File: config.mk
export PLATFORM = sky130hd
export DESIGN_NAME = fetch_unit_flat
export DESIGN_NICKNAME = d
export VERILOG_FILES = /design/src/rtl/fetch_unit_if.sv /design/src/rtl/fetch_unit.sv /design/src/flat_wrapper.sv
export SDC_FILE = /design/constraint.sdc
export NUM_CORES = 1
export LEC_CHECK = 0
export CORE_ASPECT_RATIO = 0.6
export CORE_MARGIN = 2
export CORE_UTILIZATION = 49
export CTS_CLUSTER_DIAMETER = 40
export CTS_CLUSTER_SIZE = 12
export DETAILED_ROUTE_END_ITERATION = 12
export PLACE_DENSITY_LB_ADDON = 0.08
export SLEW_MARGIN = 20
export SYNTH_ARGS = -nofsm -noshare
export SYNTH_HDL_FRONTEND = slang
export SYNTH_SLANG_ARGS = --single-unit
File: constraint.sdc
create_clock -name clk_in -period 2.85 [get_ports clk_in]
set_input_delay 0.4275 -clock clk_in [delete_from_list [all_inputs] [get_ports clk_in]]
set_output_delay 0.4275 -clock clk_in [all_outputs]
set_load 0.005 [all_outputs]
File: src/rtl/fetch_unit_if.sv
// fetch_unit_if: instruction-memory req/ack bus plus decode valid/stall handshake
//   master (fetch side): drives imem_req_out, imem_addr_out, instr_valid_out, instr_out, pc_out
//                        samples imem_ack_in, imem_rdata_in, stall_in
//   slave (memory/decode side): the mirror image
interface fetch_unit_if;
  logic        imem_req_out;
  logic [31:0] imem_addr_out;
  logic        imem_ack_in;
  logic [31:0] imem_rdata_in;
  logic        stall_in;
  logic        instr_valid_out;
  logic [31:0] instr_out;
  logic [31:0] pc_out;
  modport master (
    output imem_req_out, imem_addr_out, instr_valid_out, instr_out, pc_out,
    input  imem_ack_in, imem_rdata_in, stall_in
  );
  modport slave (
    input  imem_req_out, imem_addr_out, instr_valid_out, instr_out, pc_out,
    output imem_ack_in, imem_rdata_in, stall_in
  );
endinterface

File: src/rtl/fetch_unit.sv
// fetch_unit: fetch PC owner, req/ack imem reader, one-at-a-time decode feed, misalignment detect
//   clk_in, rst_in (sync, active-low); pc_src_in/flush_in/trap_addr_in/epc_in redirect from machine control;
//   branch_taken_in/branch_target_in from execute; bus = imem + decode handshake (master);
//   misaligned_instr_out one-cycle pulse with bad_addr_out holding the faulting target
module fetch_unit #(
  parameter logic [31:0] BOOT_ADDR = 32'h0000_0000,
  parameter logic [31:0] NOP_INSTR = 32'h0000_0013
) (
  input  logic              clk_in,
  input  logic              rst_in,
  input  logic [1:0]        pc_src_in,
  input  logic              flush_in,
  input  logic [31:0]       trap_addr_in,
  input  logic [31:0]       epc_in,
  input  logic              branch_taken_in,
  input  logic [31:0]       branch_target_in,
  fetch_unit_if.master      bus,
  output logic              misaligned_instr_out,
  output logic [31:0]       bad_addr_out
);
  typedef enum logic [2:0] {BOOT, FETCH, KILL, HOLD, ERR} state_t;
  state_t      state;
  logic [31:0] redir_q;
  logic        redir_mis_q;
  logic [31:0] flush_tgt, tgt, kill_tgt;
  logic        redir, mis, kill_mis;
  always_comb begin
    flush_tgt = pc_src_in == 2'b00 ? BOOT_ADDR :
                pc_src_in == 2'b01 ? bus.pc_out + 32'd4 :
                pc_src_in == 2'b10 ? trap_addr_in : epc_in;
    tgt       = flush_in ? flush_tgt : branch_target_in;
    redir     = flush_in | branch_taken_in;
    mis       = |tgt[1:0];
    // in KILL a same-cycle redirect supersedes the one already latched
    kill_tgt  = redir ? tgt : redir_q;
    kill_mis  = redir ? mis : redir_mis_q;
  end
  always_ff @(posedge clk_in) begin
    if (!rst_in) begin
      state                <= BOOT;
      bus.imem_req_out     <= 1'b0;
      bus.imem_addr_out    <= BOOT_ADDR;
      bus.instr_valid_out  <= 1'b0;
      bus.instr_out        <= NOP_INSTR;
      bus.pc_out           <= BOOT_ADDR;
      misaligned_instr_out <= 1'b0;
      bad_addr_out         <= 32'h0;
      redir_q              <= BOOT_ADDR;
      redir_mis_q          <= 1'b0;
    end else begin
      misaligned_instr_out <= 1'b0;
      case (state)
        BOOT: begin
          state             <= FETCH;
          bus.imem_req_out  <= 1'b1;
          bus.imem_addr_out <= BOOT_ADDR;
        end
        FETCH: begin
          if (redir && !bus.imem_ack_in) begin
            // the request cannot be withdrawn; park the target until the ack drains it
            state       <= KILL;
            redir_q     <= tgt;
            redir_mis_q <= mis;
          end else if (redir && mis) begin
            state                <= ERR;
            bus.imem_req_out     <= 1'b0;
            misaligned_instr_out <= 1'b1;
            bad_addr_out         <= tgt;
          end else if (redir) begin
            bus.imem_addr_out <= tgt;
          end else if (bus.imem_ack_in) begin
            state               <= HOLD;
            bus.imem_req_out    <= 1'b0;
            bus.instr_valid_out <= 1'b1;
            bus.instr_out       <= bus.imem_rdata_in;
            bus.pc_out          <= bus.imem_addr_out;
            bus.imem_addr_out   <= bus.imem_addr_out + 32'd4;
          end
        end
        KILL: begin
          if (redir) begin
            redir_q     <= tgt;
            redir_mis_q <= mis;
          end
          if (bus.imem_ack_in && kill_mis) begin
            state                <= ERR;
            bus.imem_req_out     <= 1'b0;
            misaligned_instr_out <= 1'b1;
            bad_addr_out         <= kill_tgt;
          end else if (bus.imem_ack_in) begin
            state             <= FETCH;
            bus.imem_addr_out <= kill_tgt;
          end
        end
        HOLD: begin
          if (redir) begin
            bus.instr_valid_out <= 1'b0;
            if (mis) begin
              state                <= ERR;
              misaligned_instr_out <= 1'b1;
              bad_addr_out         <= tgt;
            end else begin
              state             <= FETCH;
              bus.imem_req_out  <= 1'b1;
              bus.imem_addr_out <= tgt;
            end
          end else if (!bus.stall_in) begin
            state               <= FETCH;
            bus.instr_valid_out <= 1'b0;
            bus.imem_req_out    <= 1'b1;
          end
        end
        ERR: begin
          if (flush_in && mis) begin
            misaligned_instr_out <= 1'b1;
            bad_addr_out         <= tgt;
          end else if (flush_in) begin
            state             <= FETCH;
            bus.imem_req_out  <= 1'b1;
            bus.imem_addr_out <= tgt;
          end
        end
        default: state <= BOOT;
      endcase
    end
  end
endmodule

File: src/flat_wrapper.sv
// flat-port wrapper written by rule: the top's interface ports become plain ports
module fetch_unit_flat 
#(
  parameter logic [31:0] BOOT_ADDR = 32'h0000_0000,
  parameter logic [31:0] NOP_INSTR = 32'h0000_0013
)
  (clk_in, rst_in, pc_src_in, flush_in, trap_addr_in, epc_in, branch_taken_in, branch_target_in, misaligned_instr_out, bad_addr_out, bus_imem_req_out, bus_imem_addr_out, bus_instr_valid_out, bus_instr_out, bus_pc_out, bus_imem_ack_in, bus_imem_rdata_in, bus_stall_in);
  fetch_unit_if bus_i ();
  input  logic clk_in;
  input  logic rst_in;
  input  logic [1:0] pc_src_in;
  input  logic flush_in;
  input  logic [31:0] trap_addr_in;
  input  logic [31:0] epc_in;
  input  logic branch_taken_in;
  input  logic [31:0] branch_target_in;
  output logic misaligned_instr_out;
  output logic [31:0] bad_addr_out;
  output wire logic [$bits(bus_i.imem_req_out)-1:0] bus_imem_req_out;
  output wire logic [$bits(bus_i.imem_addr_out)-1:0] bus_imem_addr_out;
  output wire logic [$bits(bus_i.instr_valid_out)-1:0] bus_instr_valid_out;
  output wire logic [$bits(bus_i.instr_out)-1:0] bus_instr_out;
  output wire logic [$bits(bus_i.pc_out)-1:0] bus_pc_out;
  input wire logic [$bits(bus_i.imem_ack_in)-1:0] bus_imem_ack_in;
  input wire logic [$bits(bus_i.imem_rdata_in)-1:0] bus_imem_rdata_in;
  input wire logic [$bits(bus_i.stall_in)-1:0] bus_stall_in;
  assign bus_imem_req_out = bus_i.imem_req_out;
  assign bus_imem_addr_out = bus_i.imem_addr_out;
  assign bus_instr_valid_out = bus_i.instr_valid_out;
  assign bus_instr_out = bus_i.instr_out;
  assign bus_pc_out = bus_i.pc_out;
  assign bus_i.imem_ack_in = bus_imem_ack_in;
  assign bus_i.imem_rdata_in = bus_imem_rdata_in;
  assign bus_i.stall_in = bus_stall_in;
  fetch_unit #(.BOOT_ADDR(BOOT_ADDR), .NOP_INSTR(NOP_INSTR)) u_core (.clk_in(clk_in), .rst_in(rst_in), .pc_src_in(pc_src_in), .flush_in(flush_in), .trap_addr_in(trap_addr_in), .epc_in(epc_in), .branch_taken_in(branch_taken_in), .branch_target_in(branch_target_in), .bus(bus_i), .misaligned_instr_out(misaligned_instr_out), .bad_addr_out(bad_addr_out));
endmodule
==> metrics.cfg <==
[run_status]
outcome = completed

[power]
swShare_pct = 32.2
pwr-share-comb_pct = 31.0
pwr-share-clk_pct = 32.9
internal-power_mw = 5.23
switching_power_mw = 2.48
irDropWorstVdd_uv = 516
pwr-share-seq_pct = 36.0
p_total_mw = 7.70
leakage_nw = 5.11
power-per-cell-area_nw_per_um2 = 549

[global_routing]
grt_max_degree = 66
antenna_found_initial = 0
gr-total-overflow = 0
grt_pass1_vias = 10700
track_usage_pct = 38.0
grt_pass1_wl_um = 61000

[place]
dpl.cell_count = 1862
dp_hpwl_um = 29600
gp_congestion = 0.989
dp_slack_ns = -0.0237
dpl_cell_area_um2 = 13400
port_buffers = 266

[sta]
setup-violations-final = 0
timing.final.crit_share_pct = 93.3
fmax_ghz = 0.376
layout_min_cycle_time_ns = 2.66
skew_ns = 0.00974
finalHoldViolCount = 0
relSlewSlack_pct = 46.8
tightest_slew_ns = 0.790
holdWs_ns = 0.453
fin_ws_ns = 0.191
finalMaxSlewViolations = 0
rsz0062_at_grt = no
setup_tns_ns = 0

[worst_setup_path]
crit_chain = ha_1 -> nand4_1 -> or4_4 -> or4_1 -> a31oi_1 -> a21oi_1 -> o211ai_2 -> a22o_1
path_delay_family = simple AND/OR/NAND/NOR gates
arrival_ns = 3.05
regToRegStartpoint = u_core.bus.pc_out[2]$_SDFFE_PN0P_
crit_path_end_kind = flop
crit_slowest_cell = or4_4
r2r_slack_ns = 0.19
r2r_end = u_core.bus.imem_addr_out[28]$_SDFFE_PN0P_
critPathRequiredTime_ns = 3.24
worst_setup_path_start_kind = flop
cp_max_fo = 5
crit_buf_inv = 0
reg2reg_depth = 8
critPathKind = reg2reg
slowest_delay_ns = 0.58

[floorplan]
die-area_um2 = 20800
num_rows = 39
fp.dieW_um = 185
num_io_pins = 267
core-area_um2 = 19100
chipHeight_um = 113
start_util_pct = 50.3

[cells_and_area]
fill_cells = 1535
final_core_util_pct = 73.3
final_common_cell = clkdlybuf4s50_1
layout_common_cells = clkdlybuf4s50_1, nand2_1, dfxtp_1
diodes = 0
stdcell_area_um2 = 14000
nNetsFinal = 1753
stdcell_count = 1894
drive_gt1_share_pct = 12.2
syn_to_final_growth_pct = 45.7

[clock_tree]
postCtsResizedCells = 0
cts-root-buf = clkbuf_16
path_clk_slew_ns = 0.07
clk_path_buf_depth = 2
cts_buffers = 17
cts_tree = done
ctsHoldBuffers = 0
post_cts_buffers = 0
htree_levels = 4
insertion_delay_ns = 0.44
clock_sinks = 167

[route]
routedWlPerCell_um = 21.0
vias_per_cell = 6.17
postRouteAntennaNets = 0
routed_wl_um = 39800
vias = 11700
drt-initial-drc-count = 1392
drt_pass1_iterations = 6
drcViolationCount = 0

[worst_hold_path]
worstHoldPathType = reg2reg
worstHoldStart = u_core.bus.instr_out[28]$_SDFFE_PN0P_
hold_path_end = u_core.bus.instr_out[28]$_SDFFE_PN0P_
worstHoldPathCells = 2

[logic_synthesis]
synth_area_um2 = 9620
synth_ff_type = dfxtp_1
synth_edf_count = 0
seq_area_frac_synth_pct = 34.7
synthCells = 1299
synth_nets = 1437
syn_area_per_cell_um2 = 7.41
synthArstFlopShare_pct = 0
yosys_warnings = 0
synth_cell_type_count = 77
ys_ff_latch = 167

[job]
cap_violations = 0

[routing by layer]
| layer | share of wire, % | track usage, % |
|---|---|---|
| met3 | 12 | 7.85 |
| met4 | 2.6 | 12.2 |
| met5 | 0 | 0 |
| met2 | 42 | 55.8 |
| met1 | 43 | 55.4 |
[state kept, by name, indices dropped and copies added, names as in the netlist, 3 cells and up]
signal,cells
u_core.bus.pc_out,32
u_core.state,3
u_core.bus.instr_out,32
u_core.bus.imem_addr_out,32
u_core.redir_q,32
u_core.bad_addr_out,32
[worst reg2reg max path, stage by stage (launching register included)]
cell	delay (ns)
dfxtp_1	0.35
ha_1	0.20
nand4_1	0.16
or4_4	0.58
or4_1	0.49
a31oi_1	0.36
a21oi_1	0.14
o211ai_2	0.18
a22o_1	0.15
[how the worst max path moves through the flow]
stage,start,to,slack (ns),depth (start not counted)
2_1_floorplan,u_core.bus.pc_out[2]$_SDFFE_PN0P_,u_core.bus.imem_addr_out[24]$_SDFFE_PN0P_,0.39,8
3_3_place_gp,pc_src_in[1],u_core.bus.imem_addr_out[28]$_SDFFE_PN0P_,-0.03,10
3_5_place_dp,pc_src_in[1],u_core.bus.imem_addr_out[28]$_SDFFE_PN0P_,-0.02,10
4_1_cts,u_core.bus.pc_out[10]$_SDFFE_PN0P_,u_core.bus.imem_addr_out[28]$_SDFFE_PN0P_,0.21,7
5_1_grt,u_core.bus.pc_out[9]$_SDFFE_PN0P_,u_core.bus.imem_addr_out[28]$_SDFFE_PN0P_,0.05,7
6_report,u_core.bus.pc_out[2]$_SDFFE_PN0P_,u_core.bus.imem_addr_out[28]$_SDFFE_PN0P_,0.19,8
[cell type report]
class	instances	area [um^2]	share of cell area, %
sequential	167	3340	23.8
clock inverter	14	196	1.40
inverter	20	76.3	0.544
clock buffer	18	439	3.13
multi-input combinational	1003	5700	40.7
tap	266	333	2.37
timing repair buffer	406	3930	28.0
[kinds of logic (layout without fill, tap and decap cells)]
kind of cell	count (synthesis)	in the layout	share of synthesized area, %
AOI/OAI and AO/OA	400	400	26.6
xor gates and xnor gates	35	35	3.19
adders and majority gates	2	2	0.260
buffers and inverters	129	458	6.12
DFF	167	167	34.7
muxes	28	28	2.95
and+or+nand+nor	538	538	26.2
[power groups by stage]
stage          Sequential, mW  Combinational, mW  Clock [mW]
2_1_floorplan            2.76               1.09           0
6_report                 2.78               2.39        2.54
3_3_place_gp             2.81               2.28           0
4_1_cts                  2.76               2.33        2.55
5_1_grt                  2.79               2.54        2.66
3_5_place_dp             2.81               2.31           0
[cells in the mapped netlist (19+ instances only)]
| library cell | n | area share (%) |
|---|---|---|
| nand4_1 | 28 | 1.8 |
| nand3_1 | 37 | 1.9 |
| o21ai_0 | 77 | 4.0 |
| mux2i_1 | 25 | 2.6 |
| nand2_1 | 260 | 10 |
| clkbuf_1 | 75 | 2.9 |
| dfxtp_1 | 167 | 35 |
| nor2_1 | 101 | 3.9 |
| xnor2_1 | 26 | 2.4 |
| o211ai_1 | 19 | 1.5 |
| o22ai_1 | 21 | 1.4 |
| a21oi_1 | 139 | 7.2 |
| inv_1 | 20 | 0.78 |
| nor3_1 | 21 | 1.1 |
(Power assumes the default switching activity.)
